[src/rtl/muldiv_unit_pkg.sv]
`default_nettype none
// ============================================================================
//  Module      : muldiv_unit_pkg
//  Description : Shared CPU constants and types for the iterative
//                multiply/divide unit (ALU codes, FSM state encoding).
//  Revision    : 1.0 - initial release
// ============================================================================
package muldiv_unit_pkg;

    localparam logic [3:0] ALU_MULT = 4'b0011;
    localparam logic [3:0] ALU_DIV  = 4'b0100;

    // Counter value seen during the 32nd CALC iteration
    localparam logic [5:0] LAST_ITER = 6'd31;

    typedef enum logic [1:0] {
        IDLE = 2'd0,
        CALC = 2'd1,
        FIX  = 2'd2
    } muldiv_state_t;

    typedef enum logic {
        OP_MUL = 1'b0,
        OP_DIV = 1'b1
    } muldiv_op_t;

endpackage
`default_nettype wire

[src/rtl/muldiv_step.sv]
`default_nettype none
// ============================================================================
//  Module      : muldiv_step
//  Description : One combinational iteration: shift-add multiply step or
//                restoring shift-subtract divide step on {acc_hi, acc_lo}.
//  Revision    : 1.0 - initial release
// ============================================================================
module muldiv_step
    import muldiv_unit_pkg::*;
(
    input  muldiv_op_t  i_op,
    input  logic [31:0] i_acc_hi,
    input  logic [31:0] i_acc_lo,
    input  logic [31:0] i_operand,
    output logic [31:0] o_next_hi,
    output logic [31:0] o_next_lo
);

    logic [32:0] w_sum;
    logic [32:0] w_rem_shift;
    logic [31:0] w_diff;
    logic        w_fits;

    // Multiply: acc_lo holds the multiplier, consumed LSB first
    assign w_sum = {1'b0, i_acc_hi} + (i_acc_lo[0] ? {1'b0, i_operand} : 33'd0);

    // Divide: remainder stays below the divisor, so the shifted value needs
    // 33 bits and a successful subtraction always fits back into 32.
    assign w_rem_shift = {i_acc_hi, i_acc_lo[31]};
    assign w_fits      = (w_rem_shift >= {1'b0, i_operand});
    assign w_diff      = w_rem_shift[31:0] - i_operand;

    always_comb begin
        o_next_hi = i_acc_hi;
        o_next_lo = i_acc_lo;
        if (i_op == OP_MUL) begin
            o_next_hi = w_sum[32:1];
            o_next_lo = {w_sum[0], i_acc_lo[31:1]};
        end else begin
            o_next_hi = w_fits ? w_diff : w_rem_shift[31:0];
            o_next_lo = {i_acc_lo[30:0], w_fits};
        end
    end

endmodule
`default_nettype wire

[src/rtl/muldiv_unit.sv]
`default_nettype none
// ============================================================================
//  Module      : muldiv_unit
//  Description : Iterative 32-bit signed/unsigned multiply and divide unit
//                with HI/LO result registers (33-cycle latency).
//  Revision    : 1.0 - initial release
// ============================================================================
module muldiv_unit
    import muldiv_unit_pkg::*;
(
    input  logic        clk,
    input  logic        rst,
    input  logic        start,
    input  logic [3:0]  alu_op,
    input  logic        is_signed,
    input  logic [31:0] a,
    input  logic [31:0] b,
    output logic        busy,
    output logic        done,
    output logic [31:0] hi,
    output logic [31:0] lo
);

    muldiv_state_t r_state;
    muldiv_state_t w_next_state;
    muldiv_op_t    r_op;
    logic [5:0]    r_count;
    logic          r_is_signed;
    logic          r_a_sign;
    logic          r_b_sign;
    logic [31:0]   r_a_mag;
    logic [31:0]   r_b_mag;
    logic [31:0]   r_acc_hi;
    logic [31:0]   r_acc_lo;
    logic [31:0]   r_hi;
    logic [31:0]   r_lo;
    logic          r_done;

    logic          w_start_ok;
    logic          w_load;
    logic          w_step;
    logic          w_fix;
    logic          w_load_div;
    logic [31:0]   w_a_mag_in;
    logic [31:0]   w_b_mag_in;
    logic [31:0]   w_operand;
    logic [31:0]   w_step_hi;
    logic [31:0]   w_step_lo;
    logic          w_neg_q;
    logic          w_neg_r;
    logic [63:0]   w_prod;
    logic [31:0]   w_quo;
    logic [31:0]   w_rem;
    logic [31:0]   w_a_orig;
    logic [31:0]   w_res_hi;
    logic [31:0]   w_res_lo;

    assign w_start_ok = start && ((alu_op == ALU_MULT) || (alu_op == ALU_DIV));
    assign w_load_div = (alu_op == ALU_DIV);
    assign w_a_mag_in = (is_signed && a[31]) ? -a : a;
    assign w_b_mag_in = (is_signed && b[31]) ? -b : b;

    // ---------------------------------------------------------------- FSM
    always_ff @(posedge clk or posedge rst) begin
        if (rst) begin
            r_state <= IDLE;
        end else begin
            r_state <= w_next_state;
        end
    end

    always_comb begin
        w_next_state = r_state;
        w_load       = 1'b0;
        w_step       = 1'b0;
        w_fix        = 1'b0;
        case (r_state)
            IDLE: begin
                if (w_start_ok) begin
                    w_load       = 1'b1;
                    w_next_state = CALC;
                end
            end
            CALC: begin
                w_step = 1'b1;
                if (r_count == LAST_ITER) begin
                    w_next_state = FIX;
                end
            end
            FIX: begin
                w_fix        = 1'b1;
                w_next_state = IDLE;
            end
            default: begin
                w_next_state = IDLE;
            end
        endcase
    end

    // ----------------------------------------------------------- datapath
    assign w_operand = (r_op == OP_DIV) ? r_b_mag : r_a_mag;

    muldiv_step u_step (
        .i_op      (r_op),
        .i_acc_hi  (r_acc_hi),
        .i_acc_lo  (r_acc_lo),
        .i_operand (w_operand),
        .o_next_hi (w_step_hi),
        .o_next_lo (w_step_lo)
    );

    always_ff @(posedge clk or posedge rst) begin
        if (rst) begin
            r_op        <= OP_MUL;
            r_count     <= 6'd0;
            r_is_signed <= 1'b0;
            r_a_sign    <= 1'b0;
            r_b_sign    <= 1'b0;
            r_a_mag     <= 32'd0;
            r_b_mag     <= 32'd0;
            r_acc_hi    <= 32'd0;
            r_acc_lo    <= 32'd0;
        end else if (w_load) begin
            r_op        <= w_load_div ? OP_DIV : OP_MUL;
            r_count     <= 6'd0;
            r_is_signed <= is_signed;
            r_a_sign    <= a[31];
            r_b_sign    <= b[31];
            r_a_mag     <= w_a_mag_in;
            r_b_mag     <= w_b_mag_in;
            r_acc_hi    <= 32'd0;
            r_acc_lo    <= w_load_div ? w_a_mag_in : w_b_mag_in;
        end else if (w_step) begin
            r_count     <= r_count + 6'd1;
            r_acc_hi    <= w_step_hi;
            r_acc_lo    <= w_step_lo;
        end
    end

    // ------------------------------------------------------ sign fix-up
    assign w_neg_q  = r_is_signed & (r_a_sign ^ r_b_sign);
    assign w_neg_r  = r_is_signed & r_a_sign;
    assign w_prod   = w_neg_q ? -{r_acc_hi, r_acc_lo} : {r_acc_hi, r_acc_lo};
    assign w_quo    = w_neg_q ? -r_acc_lo : r_acc_lo;
    assign w_rem    = w_neg_r ? -r_acc_hi : r_acc_hi;
    assign w_a_orig = w_neg_r ? -r_a_mag : r_a_mag;

    always_comb begin
        w_res_hi = w_prod[63:32];
        w_res_lo = w_prod[31:0];
        if (r_op == OP_DIV) begin
            if (r_b_mag == 32'd0) begin
                // Divide by zero returns the dividend untouched in HI
                w_res_hi = w_a_orig;
                w_res_lo = 32'hFFFF_FFFF;
            end else begin
                w_res_hi = w_rem;
                w_res_lo = w_quo;
            end
        end
    end

    always_ff @(posedge clk or posedge rst) begin
        if (rst) begin
            r_hi   <= 32'd0;
            r_lo   <= 32'd0;
            r_done <= 1'b0;
        end else begin
            r_done <= w_fix;
            if (w_fix) begin
                r_hi <= w_res_hi;
                r_lo <= w_res_lo;
            end
        end
    end

    assign busy = (r_state != IDLE);
    assign done = r_done;
    assign hi   = r_hi;
    assign lo   = r_lo;

endmodule
`default_nettype wire

[config.mk]
export PLATFORM = sky130hd
export DESIGN_NAME = muldiv_unit
export DESIGN_NICKNAME = d
export VERILOG_FILES = /design/src/rtl/muldiv_unit_pkg.sv /design/src/rtl/muldiv_step.sv /design/src/rtl/muldiv_unit.sv
export SDC_FILE = /design/constraint.sdc
export NUM_CORES = 1
export LEC_CHECK = 0
export ABC_AREA = 1
export CAP_MARGIN = 15
export CORE_ASPECT_RATIO = 1.1
export CORE_MARGIN = 2
export CORE_UTILIZATION = 35
export DETAILED_ROUTE_END_ITERATION = 16
export GPL_TIMING_DRIVEN = 0
export HOLD_SLACK_MARGIN = 0.05
export PLACE_DENSITY = 0.63
export RECOVER_POWER = 50
export SLEW_MARGIN = 10
export SYNTH_ARGS = -nofsm -noshare
export SYNTH_HDL_FRONTEND = slang
export SYNTH_SLANG_ARGS = --single-unit
[constraint.sdc]
create_clock -name clk -period 15.75 [get_ports clk]
set_input_delay 3.15 -clock clk [delete_from_list [all_inputs] [get_ports clk]]
set_output_delay 3.15 -clock clk [all_outputs]
set_load 0.05 [all_outputs]
==> impl_metrics.ini, run 1 <==
[timing]
timing.final.crit_share_pct = 41.6
finalHoldWorstSlack_ps = 477
max_freq_mhz = 152
timing.setup.tns_ps = 0
timing_hold_violations_final = 0
worstMarginPinSlew_ps = 4700
finalSetupViolCount = 0
finClkSkew_ps = 15.8
period_needed_ps = 6560
rsz0062_at_grt = no
total_count_of_max_transition_violations_in_the_final_report = 99
relSlewSlack_pct = -215

[status]
run_status = finished with violations
failed_checks = max-capacitance violations, max-slew violations

[global_route]
grtUsageTotal_pct = 32.2
largest_net_degree_at_the_start_of_global_routing = 108
global_route.overflow_total = 0
grt_pass1_vias = 23100
grt_antenna_before_repair = 2
grt_first_pass_wirelength_mm = 147

[worst_hold_path]
timing.hold.worst.class = reg -> reg
min-delay-start = hi[22]

[synth]
number_of_nets_produced_by_synthesis = 3757
yosysTopAreaCellShare_pct = 24.7
synth.distinct_cells = 51
ys_async_sr_fraction_pct = 100
synth.top_cells.by_count = 1259 x sky130_fd_sc_hd__nand2_1, 464 x sky130_fd_sc_hd__inv_1, 451 x sky130_fd_sc_hd__nor2_1, 322 x sky130_fd_sc_hd__nand3_1, 225 x sky130_fd_sc_hd__o21ai_0
ys.flop_type = sky130_fd_sc_hd__dfrtp_1
yosysWarnings = 0
yosys-top-cells-area = sky130_fd_sc_hd__dfrtp_1 25%, sky130_fd_sc_hd__nand2_1 23%, sky130_fd_sc_hd__inv_1 8.4%
synth_most_common_cell = sky130_fd_sc_hd__nand2_1
postSynthCellCount = 3613
yosysSeqAreaShare_pct = 24.7
postSynthRegisterBits = 205
mapped_avg_cell_area_um2 = 5.75
synthDominantAreaCellType = sky130_fd_sc_hd__dfrtp_1
mappedNetlistArea_um2 = 20800
synth_edf_count = 0

[worst_setup_path]
timing.critical_path.cells = dlygate4sd3_1, clkinvlp_2
timing.critical_path.to_type = async pin
critical_path_class = in -> async
startpoint = rst
timing.critical_path.required_ps = 15590
crit_path_start_kind = input pin
slowest_stage_cell_on_the_critical_path = sky130_fd_sc_hd__clkinvlp_2
timing.critical_path.buf_inv = 2
cp_max_fo = 99
cpLargestDelayFamily = buffers and inverters
crit_arrival_ps = 6400
max_stage_delay_ps = 2610
critical_path.reg2reg.startpoint = r_op

[routing]
first_pass_iters = 6
wire_per_inst_um = 22.0
count_of_vias_placed_by_the_detailed_router = 24800
post-route-drc-count = 0
initial_drc_count = 2976
antenna_violating_nets_left = 0
viasPerCell = 5.44
finalWirelength_mm = 100

[cells_and_area]
fraction_of_layout_instances_using_a_drive_strength_above_1_pct = 3.13
syn_to_final_growth_pct = 15.3
util_after_layout_pct = 40.8
post_layout_nonfiller_instances = 4558
post-route-cell-area_um2 = 24000
num-nets-final = 3922

[clock_tree]
tritoncts = built
post_cts_setup_repair_buffer_count = 0
ctsHtreeMaxLevel = 1
clk_transition_reported_paths_ps = 60
ctsResizeCount = 0
holdBufCountCts = 0
clock_path_buffers = 3
cts.sinks = 205
clock_tree.root_cell = sky130_fd_sc_hd__clkbuf_16
clkLatencyLatePin_ps = 560
cts_buffers = 25

[power_and_ir_drop]
vdd.ir_drop.worst_v = 0.000112
power-per-cell-area_nw_per_um2 = 263
power_leakage_nw = 11.9

[place]
placed_cells_incl_taps = 4511
dpl-instance-area_um2 = 23100
detailed_placement_wirelength_estimate_mm = 82.6
io_buffer_count = 137
globalplace.congestion = 1.05

[floorplanning]
initial_core_util_pct = 35.4
fp.coreArea_um2 = 58600
dieWidth_um = 236
full_die_area_um2 = 61300
ioPinCount = 138
floorplan.die.height_um = 259
row_count = 93

[run]
cap_viol_max_count = 1
metrics by stage:
stage               power (mW)  setup WS (ps)
detailed placement        5.55           9930
finish                    6.30           9190
CTS                       6.18          10510
global placement          5.55           3820
global route              6.77           8530
floorplan                 3.98           7000
final timing paths:
kind / to / slack, ps / depth (start not counted)
min in group asynchronous: hi[26] / 4490 / 2
max in group clk: r_acc_lo[16] / 10330 / 11
max reg2reg: r_acc_hi[27] / 10890 / 18
max: lo[10] / 9190 / 2
min: hi[22] / 480 / 2
min reg2reg: hi[22] / 480 / 2
report_power, final:
group / total, mW / internal (mW) / switching (mW)
registers: 1.17 / 0.762 / 0.408
logic: 4.52 / 1.37 / 3.16
clock network: 0.613 / 0.361 / 0.252
total: 6.30 / 2.49 / 3.82
layer usage:
metal  vias up  track usage [%]  part of all wire (%)
li1      11800                -                     -
met1     11300             40.8                    40
met2      1365             51.2                    44
met3       316             5.59                   9.2
met4         0             19.3                   6.9
met5         -                0                     0
cells by family (layout without fill, tap and decap cells):
group	Yosys count	count (layout)	share of synthesized area [%]
AOI/OAI and AO/OA	454	454	11.8
xor gates and xnor gates	118	118	4.98
adders and majority gates	72	72	4.41
buffers and inverters	595	779	11.1
DFF	205	205	24.7
other	0	1	0
and+or+nand+nor	2169	2169	43.0
worst register-to-register path, cell delays in order, from the launching register on:
cell and delay (ps):
sky130_fd_sc_hd__dfrtp_1 310, sky130_fd_sc_hd__buf_2 210, sky130_fd_sc_hd__clkbuf_1 540, sky130_fd_sc_hd__clkbuf_1 940, sky130_fd_sc_hd__nand2_1 150, sky130_fd_sc_hd__a21oi_1 220, sky130_fd_sc_hd__ha_1 280, sky130_fd_sc_hd__inv_1 80
sky130_fd_sc_hd__fa_1 420, sky130_fd_sc_hd__inv_1 130, sky130_fd_sc_hd__nand3_1 80, sky130_fd_sc_hd__nand3_1 210, sky130_fd_sc_hd__a21oi_1 150, sky130_fd_sc_hd__o21ai_0 440, sky130_fd_sc_hd__nand2_1 170, sky130_fd_sc_hd__nand3_1 120
sky130_fd_sc_hd__nand3_1 80, sky130_fd_sc_hd__nand3_1 170, sky130_fd_sc_hd__nand2_1 60
sequential cells by signal, indices dropped and copies added, names as in the netlist, 2 cells and up:
signal,count
hi,32
lo,32
r_a_mag,32
r_acc_hi,32
r_acc_lo,32
r_b_mag,32
r_count,6
r_state,2
cell usage in the layout (no fill, tap or decap), types with 13 or more instances in the layout:
master                               n
sky130_fd_sc_hd__ha_1               70
sky130_fd_sc_hd__clkbuf_1           85
sky130_fd_sc_hd__dfrtp_1           205
sky130_fd_sc_hd__a31oi_1            25
sky130_fd_sc_hd__buf_2              23
sky130_fd_sc_hd__o211ai_1           19
sky130_fd_sc_hd__o21ai_0           228
sky130_fd_sc_hd__nand3b_1           17
sky130_fd_sc_hd__nand2_1          1259
sky130_fd_sc_hd__a21oi_1           139
sky130_fd_sc_hd__o21bai_1           13
sky130_fd_sc_hd__xor2_1            101
sky130_fd_sc_hd__clkbuf_16          25
sky130_fd_sc_hd__nor2_1            452
sky130_fd_sc_hd__inv_1             464
sky130_fd_sc_hd__xnor2_1            17
sky130_fd_sc_hd__nor3_1             26
sky130_fd_sc_hd__clkdlybuf4s50_1   136
sky130_fd_sc_hd__nand3_1           323
sky130_fd_sc_hd__nand4_1            54
final cells by class:
type | instances | area, µm²
Inverter | 481 | 1810
Tap cell | 760 | 951
Fill cell | 6607 | 34700
Sequential cell | 205 | 5130
Antenna cell | 1 | 2.50
Timing Repair Buffer | 138 | 1400
Clock inverter | 12 | 150
Multi-Input combinational cell | 2813 | 13300
Buffer | 114 | 483
Clock buffer | 34 | 699
Note: power is estimated with default switching activity, not from simulation.
==> run 2: changes to the inputs <==
==> constraint.sdc (replaced) <==
create_clock -name clk -period 6.09 [get_ports clk]
set_input_delay 1.218 -clock clk [delete_from_list [all_inputs] [get_ports clk]]
set_output_delay 1.218 -clock clk [all_outputs]
set_load 0.05 [all_outputs]
==> run 2 against run 1 <==
The run still ends with max-capacitance violations, max-slew violations left. Clock skew up 2.2 ps. Critical path depth up 16. Critical path type is now reg -> reg. Largest power group unchanged. Design area up 0.60%. Core utilization up 0.24 points. Highest routed layer is now met5. Via count up 0.14%. Combinational power rose to 2.6 times the previous value. Non-clock buffer count up 5. Final cell count up 0.13%. Die area unchanged. First-iteration DRC count up 4.5%. Worst setup slack worse by 8400 ps. Global-route usage up 0.56 points.
==> impl_metrics.ini, run 2 (synthesis results as in run 1) <==
[status]
run_status = finished with violations
failed_checks = max-capacitance violations, max-slew violations

[cells_and_area]
num-nets-final = 3928
syn_to_final_growth_pct = 16.0
post-route-cell-area_um2 = 24100
mostFrequentLayoutCells = 1259 x sky130_fd_sc_hd__nand2_1, 464 x sky130_fd_sc_hd__inv_1, 452 x sky130_fd_sc_hd__nor2_1, 323 x sky130_fd_sc_hd__nand3_1, 226 x sky130_fd_sc_hd__o21ai_0
layout.filler_cells = 6607
most_common_library_cell_in_the_layout_ignoring_fill_and_taps = sky130_fd_sc_hd__nand2_1
diodes = 0
util_after_layout_pct = 41.1
fraction_of_layout_instances_using_a_drive_strength_above_1_pct = 3.21

[clock_tree]
clock_path_buffers = 3
clkLatencyLatePin_ps = 580
tritoncts = built
cts.sinks = 205
ctsHtreeMaxLevel = 1
ctsResizeCount = 0
clock_tree.root_cell = sky130_fd_sc_hd__clkbuf_16
clk_transition_reported_paths_ps = 60
post_cts_setup_repair_buffer_count = 0
cts_buffers = 26
holdBufCountCts = 0

[global_route]
grt_pass1_vias = 23100
grt_antenna_before_repair = 1
largest_net_degree_at_the_start_of_global_routing = 37
grtUsageTotal_pct = 32.7
grt_first_pass_wirelength_mm = 149
global_route.overflow_total = 0

[worst_setup_path]
cp_common_cell = sky130_fd_sc_hd__nand3_1
max_stage_delay_ps = 890
crit_path_start_kind = flop
cpLargestDelayFamily = buffers and inverters
cp_max_fo = 10
timing.critical_path.buf_inv = 5
timing.critical_path.required_ps = 6560
critical_path_class = reg -> reg
timing.critical_path.cells = buf_2, clkbuf_1, clkbuf_1, nand2_1, a21oi_1, ha_1, inv_1, fa_1, inv_1, nand3_1, nand3_1, a21oi_1, o21ai_0, nand2_1, nand3_1, nand3_1, nand3_1, nand2_1
timing.critical_path.to_type = flop
slowest_stage_cell_on_the_critical_path = sky130_fd_sc_hd__clkbuf_1
crit_arrival_ps = 5720

[floorplanning]
full_die_area_um2 = 61300
fp.coreArea_um2 = 58600
floorplan.die.height_um = 259
row_count = 93
initial_core_util_pct = 35.4
dieWidth_um = 236
ioPinCount = 138

[timing]
period_needed_ps = 5250
timing.setup.tns_ps = 0
relSlewSlack_pct = -38.8
finClkSkew_ps = 17.9
rsz0062_at_grt = no
total_count_of_max_transition_violations_in_the_final_report = 132
finalSetupViolCount = 0
timing_hold_violations_final = 0
finalHoldWorstSlack_ps = 479
timing.final.crit_share_pct = 86.2
worstMarginPinSlew_ps = 2080
max_freq_mhz = 190

[power_and_ir_drop]
power_frac_clock_pct = 10.7
power_leakage_nw = 11.9
p_int_mw = 6.59
vdd.ir_drop.worst_v = 0.000250
power-per-cell-area_nw_per_um2 = 690
total_switching_power_mw = 10.0
seq_power_share_pct = 18.2
share_comb_of_total_power_pct = 71.1
switching_share_pct = 60.3

[routing]
first_pass_iters = 8
post-route-drc-count = 0
wire_per_inst_um = 22.5
count_of_vias_placed_by_the_detailed_router = 24800
antenna_violating_nets_left = 0
finalWirelength_mm = 103
initial_drc_count = 3110
viasPerCell = 5.44

[place]
dpl-instance-area_um2 = 23200
detailed_placement_wirelength_estimate_mm = 84.6
io_buffer_count = 137
globalplace.congestion = 1.03

[worst_hold_path]
timing.hold.worst.class = reg -> reg

[run]
cap_viol_max_count = 4
run 2: cell types whose count changed in the layout (fill, tap and decap cells not counted), sizes merged:
| cell | previous run | this run |
|---|---|---|
| buf | 35 | 37 |
| diode | 1 | 0 |
| dlygate4sd3 | 1 | 2 |
| bufinv | 3 | 4 |
| clkbuf | 114 | 123 |
| clkdlybuf4s50 | 136 | 135 |
| clkinv | 8 | 6 |
| inv | 478 | 476 |
| clkinvlp | 4 | 3 |
run 2: layer usage:
layer  vias to the layer above  track usage (%)  routed length [µm]
met5                         -                0                  13
met4                         2             19.7                7650
met3                       338             5.09                8750
met2                      1336             52.1               44500
met1                     11400             41.9               41800
li1                      11800                -                   -
run 2: power groups by stage:
stage	clock [mW]	sequential [mW]	combinational, mW
after floorplan	0	2.93	7.35
after global placement	0	3.00	11.5
after detailed placement	0	3.00	11.5
after CTS	1.78	2.98	11.5
after global routing	1.83	3.03	12.9
final	1.77	3.03	11.8
run 2: stage by stage:
| stage | cells | power (mW) | worst slack (ps) |
|---|---|---|---|
| 6_report | 4564 | 16.6 | 838 |
| 5_1_grt | 4564 | 17.7 | 597 |
| 4_1_cts | 4564 | 16.3 | 1140 |
| 3_5_place_dp | 4516 | 14.5 | 1160 |
| 3_3_place_gp | 4510 | 14.5 | 296 |
| 2_1_floorplan | 3613 | 10.3 | 2210 |
run 2: worst paths after layout:
check	start	to	slack [ps]	cells past startpoint
max reg2reg	r_op	r_acc_hi[27]	840	18
max in group asynchronous	rst	r_a_sign	1130	4
min	hi[16]	hi[16]	480	2
min reg2reg	hi[16]	hi[16]	480	2
max	r_op	r_acc_hi[27]	840	18
min in group asynchronous	rst	hi[23]	1110	2
run 2: worst register-to-register path: cells and delay by family, from the launching register on:
kind	cells	cell delay [ps]
AOI/OAI and AO/OA	3	1030
adders and majority gates	2	700
buffers and inverters	5	1930
DFF	1	310
and+or+nand+nor	8	1160
run 2: cell type report:
type                       count  area, µm²  area share [%]
sequential                   205       5130            21.3
clock buffer                  40        803            3.33
tap                          760        951            3.95
inverter                     481       1810            7.50
multi-input combinational   2813      13300            55.3
clock inverter                 8        170           0.706
buffer                       114        482            2.00
timing repair buffer         143       1430            5.92
